### config.mk
export PLATFORM = sky130hd
export DESIGN_NAME = handshake_sync
export DESIGN_NICKNAME = d
export VERILOG_FILES = /design/src/rtl/handshake_sync.sv
export SDC_FILE = /design/constraint.sdc
export NUM_CORES = 1
export LEC_CHECK = 0
export CORE_AREA = 2 2 39 41
export CTS_CLUSTER_SIZE = 8
export DETAILED_ROUTE_END_ITERATION = 16
export DIE_AREA = 0 0 41 43
export PLACE_DENSITY = 0.51
export SLEW_MARGIN = 10
export SYNTH_ARGS = -nofsm -noshare
export SYNTH_HDL_FRONTEND = slang
export SYNTH_SLANG_ARGS = --single-unit
### constraint.sdc
create_clock -name pclk -period 1.7 [get_ports pclk]
set_input_delay 0.34 -clock pclk [delete_from_list [all_inputs] [get_ports pclk]]
set_output_delay 0.34 -clock pclk [all_outputs]
set_load 0.05 [all_outputs]
### src/rtl/handshake_sync.sv
// Handshake bridge between the APB control path and the SPI engine.
// Synchronizes spi_clk and pready into pclk, and sequences the spi_enable and spi_ready handshake.
module handshake_sync #(
   parameter int unsigned SYNC_STAGES = 2
) (
   input  logic pclk,
   input  logic preset,
   input  logic spi_clk,
   input  logic penable,
   input  logic pready,
   output logic spi_enable,
   output logic spi_ready
);

   typedef enum logic [1:0] {
      IDLE   = 2'd0,
      REQ    = 2'd1,
      ACTIVE = 2'd2,
      DONE   = 2'd3
   } state_t;

   logic [SYNC_STAGES-1:0] sclk_sync;
   logic [SYNC_STAGES-1:0] rdy_sync;
   logic                   sclk_s;
   logic                   sclk_d;
   logic                   rdy_s;
   logic                   spi_tick;

   state_t state;
   state_t state_next;
   logic   spi_enable_next;
   logic   spi_ready_next;

   // Synchronizer chains; spi_clk is sampled as data only.
   always_ff @(posedge pclk) begin
      if (preset) begin
         sclk_sync <= '0;
         rdy_sync  <= '0;
         sclk_d    <= 1'b0;
      end else begin
         sclk_sync <= {sclk_sync[SYNC_STAGES-2:0], spi_clk};
         rdy_sync  <= {rdy_sync[SYNC_STAGES-2:0], pready};
         sclk_d    <= sclk_s;
      end
   end

   assign sclk_s   = sclk_sync[SYNC_STAGES-1];
   assign rdy_s    = rdy_sync[SYNC_STAGES-1];
   assign spi_tick = sclk_s & ~sclk_d;

   // State and output registers.
   always_ff @(posedge pclk) begin
      if (preset) begin
         state      <= IDLE;
         spi_enable <= 1'b0;
         spi_ready  <= 1'b0;
      end else begin
         state      <= state_next;
         spi_enable <= spi_enable_next;
         spi_ready  <= spi_ready_next;
      end
   end

   // Next-state and next-output logic.
   always_comb begin
      state_next      = state;
      spi_enable_next = 1'b0;
      spi_ready_next  = 1'b0;
      unique case (state)
         IDLE: begin
            if (penable) state_next = REQ;
         end
         REQ: begin
            // An abort takes priority over a coincident SPI clock edge.
            if (!penable) begin
               state_next = IDLE;
            end else if (spi_tick) begin
               state_next      = ACTIVE;
               spi_enable_next = 1'b1;
            end
         end
         ACTIVE: begin
            if (rdy_s) begin
               state_next     = DONE;
               spi_ready_next = 1'b1;
            end else begin
               spi_enable_next = 1'b1;
            end
         end
         DONE: begin
            // Four-phase return to zero before accepting a new request.
            if (!penable && !rdy_s) state_next = IDLE;
         end
         default: state_next = IDLE;
      endcase
   end

endmodule

==> results of run 1 <==
-- critical path, cell delays in order, from the launching register on --
cell,delay [ns]
sky130_fd_sc_hd__dfxtp_1,0.36
sky130_fd_sc_hd__clkinv_1,0.15
sky130_fd_sc_hd__ha_1,0.26
sky130_fd_sc_hd__nand2b_1,0.10
sky130_fd_sc_hd__o2111ai_2,0.14
sky130_fd_sc_hd__or3_1,0.34
sky130_fd_sc_hd__a21oi_1,0.12
-- cells in the mapped netlist, types with 2 or more instances --
cell type                 instances  area, µm²
sky130_fd_sc_hd__inv_1            2       7.51
sky130_fd_sc_hd__nand2_1          2       7.51
sky130_fd_sc_hd__ha_1             4       50.1
sky130_fd_sc_hd__nor2b_1          5       31.3
sky130_fd_sc_hd__dfxtp_1          9        180
sky130_fd_sc_hd__a21oi_1          2       10.0
-- cells in the final DEF, fill, tap and decap left out, drive strengths merged, types with 2 or more instances in the layout --
master	synthesis	routed
clkdlybuf4s50	0	4
inv	2	2
a21oi	2	2
dfxtp	9	9
ha	4	4
buf	0	3
nand2b	2	2
clkbuf	0	4
nand2	2	2
o21ai	2	2
nor2b	5	5
-- kinds of logic after synthesis --
group | after synthesis | synth area share (%)
adder cells (fa/ha/maj) | 4 | 13.6
flip-flops | 9 | 49.0
AND/OR/NAND/NOR | 14 | 22.8
buffers and inverters | 3 | 3.06
AO/OA/AOI/OAI | 6 | 11.6
-- area by class of cell --
class / count / share of cell area, %
flip-flops and latches: 9 / 37.8
multi-input cells: 24 / 37.0
well taps: 16 / 4.20
inverters: 3 / 2.36
repair buffers: 7 / 13.1
clock buffers: 4 / 5.51
-- per-stage QoR --
| stage | util (%) | power (mW) | hold WS [ns] | instance area (µm²) |
|---|---|---|---|---|
| 3_3_place_gp | 32.5 | 0.301 | 0.418 | 450 |
| 2_1_floorplan | - | 0.277 | 0.409 | 368 |
| 5_1_grt | 34.4 | 0.483 | 0.461 | 477 |
| 4_1_cts | 34.4 | 0.463 | 0.444 | 477 |
| 3_5_place_dp | 32.5 | 0.301 | 0.430 | 450 |
| 6_report | 34.4 | 0.456 | 0.436 | 477 |
-- how the worst max path moves through the flow --
stage               endpoint  slack [ns]
floorplan               flop        0.31
global placement        flop        0.05
detailed placement      flop        0.04
CTS                     flop        0.15
global route            flop       0.008
finish                  flop        0.16
-- report_power, final --
group | total [mW] | switching (mW) | internal, mW
Sequential | 0.228 | 0.00627 | 0.222
Clock | 0.160 | 0.0700 | 0.0902
Combinational | 0.0672 | 0.0339 | 0.0333
Total | 0.456 | 0.110 | 0.346
-- routing by layer --
layer	up-vias	routed length [µm]	share of wire, %
met4	0	19	3.4
met2	8	240	43
met1	119	265	48
li1	142	-	-
met3	2	27	4.9
met5	-	0	0
==> results.sh, run 1 <==
export IMPL_grt_pass1_vias=226
export IMPL_synth_async_reset_ratio_pct=0
export IMPL_post_place_cells=59
export IMPL_largest_net_degree_at_the_start_of_global_routing=6
export IMPL_layout_filler_cells=144
export IMPL_grt_setup_unrepaired="no"
export IMPL_post_cts_setup_buffer_count=0
export IMPL_io_buffer_count=6
export IMPL_finalWorstPathRequiredPeriod_ns=1.54
export IMPL_post_route_cells_drive_above_1_share_pct=17.0
export IMPL_rr_startpoint="state[0]"
export IMPL_power_density_mw_per_mm2=956
export IMPL_antenna_cells=0
export IMPL_fp_dieW_um=41
export IMPL_setup_worst_path_class="flop to flop"
export IMPL_syn_nets=45
export IMPL_number_of_vias_in_the_routed_layout=271
export IMPL_global_route_usage_sum_pct=7.97
export IMPL_design_die_area_mm2=0.00176
export IMPL_syn_area_per_cell_um2=10.2
export IMPL_final_instance_count_excl_fill=63
export IMPL_path_clk_slew_ns=0.06
export IMPL_gp_congestion=0.670
export IMPL_multiInputGateArea_um2=176
export IMPL_cts_tree="built"
export IMPL_final_seq_area_um2=180
export IMPL_regToRegSetupSlack_ns=0.16
export IMPL_yosysSeqAreaShare_pct=49.0
export IMPL_hold_depth=1
export IMPL_grt_pass1_wl_um=834
export IMPL_avgViaCountPerCell=4.30
export IMPL_clock_sinks=9
export IMPL_leakagePower_nw=0.199
export IMPL_worst_path_max_fanout=5
export IMPL_nNetsFinal=57
export IMPL_final_worst_path_setup_slack_ns=0.160
export IMPL_setup_total_negative_slack_ns=0
export IMPL_cts_max_path_buffers=2
export IMPL_globalRoute_busiestLayer="met2"
export IMPL_setup_violations_final=0
export IMPL_timing_hold_worst_start="sclk_sync[0]"
export IMPL_final_min_period_over_clock_period_pct=90.6
export IMPL_worst_ep_required_ns=1.89
export IMPL_cts_htree_levels=1
export IMPL_min_delay_endpoint="sclk_sync[1]"
export IMPL_fp_row_count=14
export IMPL_cts_inserted_buffers=3
export IMPL_drt_wl_total_um=552
export IMPL_startpoint="state[0]"
export IMPL_slew_headroom_pct=84.6
export IMPL_endpoint_kind="flop"
export IMPL_clk_latency_ns=0.26
export IMPL_boundaryPins=7
export IMPL_count_of_hold_fix_buffers_inserted_at_cts=0
export IMPL_post_synth_inst_count=36
export IMPL_globalRouteMet3Util_pct=4.71
export IMPL_worst_slew_pin_slew_ns=0.231
export IMPL_floorplan_die_height_um=43
export IMPL_first_pass_iters=4
export IMPL_routedWlPerCell_um=8.76
export IMPL_finalHoldViolations=0
export IMPL_grt_met1_usage_pct=8.82
export IMPL_postRouteAntennaNets=0
export IMPL_timing_clock_skew_ns=0.00612
export IMPL_max_freq_mhz=649
export IMPL_grt_overflow_total=0
export IMPL_post_cts_resized_instances=0
export IMPL_mappedNetlistArea_um2=368
export IMPL_synth_enable_flop_cells=0
export IMPL_initial_core_util_pct=26.6
export IMPL_synth_yosys_warnings=0
export IMPL_timing_final_max_slew_violations=0
export IMPL_ir_drop_v=0.000409
export IMPL_run_status="complete, no violations"
export IMPL_cap_viol_max_count=0
export IMPL_reg2reg_depth=6
export IMPL_hp_class="flop to flop"
export IMPL_detailedPlacementHpwl_um=425
export IMPL_gr_usage_met2_pct=9.69
export IMPL_critPathArrivalTime_ns=1.73
export IMPL_crit_path_start_kind="flop"
export IMPL_postSynthRegisterBits=9
export IMPL_cts_root_buf="sky130_fd_sc_hd__clkbuf_4"
export IMPL_dpl_worst_slack_ns=0.0403
export IMPL_initial_antenna_violation_count=0
export IMPL_postSynth_topFlopCell="sky130_fd_sc_hd__dfxtp_1"
export IMPL_unique_cell_type_count_in_the_yosys_netlist=18
export IMPL_syn_to_final_growth_pct=29.6
export IMPL_core_mm2=0.00138
export IMPL_iteration_0_drc_count_of_the_detailed_router=9
export IMPL_route_detailed_drc=0
Power figures use the tool's default switching activity.
==> inputs of run 2 (changes only) <==
clock period = 2 ns   (was 1.7 ns; I/O delays follow)
==> run 2 against run 1 <==
Setup slack gained 0.090 ns. Register-to-register slack gained 0.30 ns. Clock power shrank 16%. Critical path depth shrank 5. Via count shrank 2.2%. Global-route usage grew 0.48 points. Sequential share of layout area grew 0.20 points. Core utilization shrank 0.18 points. Combinational power shrank 17%. Largest cell class unchanged. Largest power group unchanged. Highest routed layer unchanged.
==> results.sh, run 2 (synthesized netlist as in run 1, its figures left out) <==
export IMPL_grt_setup_unrepaired="no"
export IMPL_endpoint_kind="output port"
export IMPL_layout_cells_most_common="sky130_fd_sc_hd__dfxtp_1"
export IMPL_fp_dieW_um=41
export IMPL_cts_htree_levels=1
export IMPL_grt_pass1_vias=222
export IMPL_crit_path_start_kind="flop"
export IMPL_dpl_worst_slack_ns=0.274
export IMPL_setup_violations_final=0
export IMPL_worst_path_max_fanout=1
export IMPL_count_of_hold_fix_buffers_inserted_at_cts=0
export IMPL_timing_final_max_slew_violations=0
export IMPL_initial_antenna_violation_count=0
export IMPL_critPathArrivalTime_ns=1.35
export IMPL_setup_worst_path_class="flop to output port"
export IMPL_design_die_area_mm2=0.00176
export IMPL_timing_clock_skew_ns=0.00240
export IMPL_nNetsFinal=56
export IMPL_route_detailed_drc=0
export IMPL_core_mm2=0.00138
export IMPL_postRouteAntennaNets=0
export IMPL_cap_viol_max_count=0
export IMPL_io_buffer_count=6
export IMPL_largest_net_degree_at_the_start_of_global_routing=9
export IMPL_post_cts_resized_instances=0
export IMPL_post_route_cells_drive_above_1_share_pct=10.9
export IMPL_crit_chain="clkdlybuf4s50_1"
export IMPL_drt_wl_total_um=532
export IMPL_sequentialPowerShare_pct=50.6
export IMPL_first_pass_iters=4
export IMPL_setup_total_negative_slack_ns=0
export IMPL_rr_startpoint="state[0]"
export IMPL_boundaryPins=7
export IMPL_p_clk_share_pct=34.9
export IMPL_antenna_cells=0
export IMPL_cts_inserted_buffers=3
export IMPL_timing_hold_worst_start="sclk_sync[0]"
export IMPL_global_route_usage_sum_pct=8.45
export IMPL_iteration_0_drc_count_of_the_detailed_router=4
export IMPL_critical_path_n_buffers_inverters=1
export IMPL_slew_headroom_pct=67.4
export IMPL_final_worst_path_setup_slack_ns=0.249
export IMPL_cell_internal_pwr_uw=293
export IMPL_cts_max_path_buffers=2
export IMPL_run_status="complete, no violations"
export IMPL_finalHoldViolations=0
export IMPL_floorplan_die_height_um=43
export IMPL_clk_latency_ns=0.25
export IMPL_initial_core_util_pct=26.6
export IMPL_cpMaxStageDelayCell="sky130_fd_sc_hd__clkdlybuf4s50_1"
export IMPL_worst_path_dominant_cell_family="buffers and inverters"
export IMPL_worst_ep_required_ns=1.60
export IMPL_path_clk_slew_ns=0.06
export IMPL_avgViaCountPerCell=4.27
export IMPL_final_min_period_over_clock_period_pct=87.5
export IMPL_combinationalPowerShare_pct=14.5
export IMPL_detailedPlacementHpwl_um=402
export IMPL_clock_sinks=9
export IMPL_regToRegSetupSlack_ns=0.46
export IMPL_fp_row_count=14
export IMPL_worst_slew_pin_slew_ns=0.488
export IMPL_startpoint="spi_ready"
export IMPL_number_of_vias_in_the_routed_layout=265
export IMPL_cts_root_buf="sky130_fd_sc_hd__clkbuf_4"
export IMPL_p_switching_uw=90.5
export IMPL_top_library_cells_by_usage_in_the_layout_fill_and_taps_aside="9 x sky130_fd_sc_hd__dfxtp_1, 6 x sky130_fd_sc_hd__clkdlybuf4s50_1, 5 x sky130_fd_sc_hd__nor2b_1"
export IMPL_cpPeakStageDelay_ns=0.79
export IMPL_finalWorstPathRequiredPeriod_ns=1.75
export IMPL_grt_pass1_wl_um=876
export IMPL_cts_tree="built"
export IMPL_ir_drop_v=0.000273
export IMPL_max_freq_mhz=571
export IMPL_syn_to_final_growth_pct=28.9
export IMPL_gp_congestion=0.648
export IMPL_report_power_total_uw=383
export IMPL_post_cts_setup_buffer_count=0
export IMPL_final_seq_area_um2=180
export IMPL_multiInputGateArea_um2=176
export IMPL_switching_share_pct=23.6
export IMPL_power_density_mw_per_mm2=808
export IMPL_leakagePower_nw=0.190
export IMPL_layout_filler_cells=154
export IMPL_routedWlPerCell_um=8.58
export IMPL_hp_class="flop to flop"
export IMPL_grt_overflow_total=0
==> run 2: per-stage QoR <==
step / instances / cell area, µm² / util, % / hold WS, ns
2_1_floorplan: 36 / 368 / - / 0.414
3_3_place_gp: 58 / 448 / 32.4 / 0.418
3_5_place_dp: 58 / 448 / 32.4 / 0.427
4_1_cts: 62 / 474 / 34.3 / 0.441
5_1_grt: 62 / 474 / 34.3 / 0.460
6_report: 62 / 474 / 34.3 / 0.437
==> run 2: worst paths after layout <==
check	cells after the start	to
worst min register to register	1	sclk_sync[1]
worst max register to register	6	flop
worst min-delay path	1	sclk_sync[1]
worst max-delay path	1	spi_ready
==> run 2: layout make-up <==
| type | instances | share of cell area (%) |
|---|---|---|
| clock buffers | 4 | 5.54 |
| multi-input cells | 24 | 37.2 |
| repair buffers | 6 | 12.7 |
| well taps | 16 | 4.22 |
| flip-flops and latches | 9 | 38.0 |
| inverters | 3 | 2.37 |
==> run 2: power groups by stage <==
stage / logic (mW) / clock network (mW) / registers, mW
2_1_floorplan: 0.0374 / 0 / 0.198
3_3_place_gp: 0.0561 / 0 / 0.198
3_5_place_dp: 0.0560 / 0 / 0.198
4_1_cts: 0.0565 / 0.144 / 0.194
5_1_grt: 0.0632 / 0.159 / 0.196
6_report: 0.0555 / 0.134 / 0.194
==> run 2: metal layers <==
layer / share of wire, % / global-route usage (%) / vias to the layer above
li1: - / - / 139
met2: 42 / 9.06 / 10
met4: 3.6 / 12.0 / 0
met1: 48 / 10.0 / 114
met5: 0 / 0 / -
met3: 6.2 / 3.14 / 2
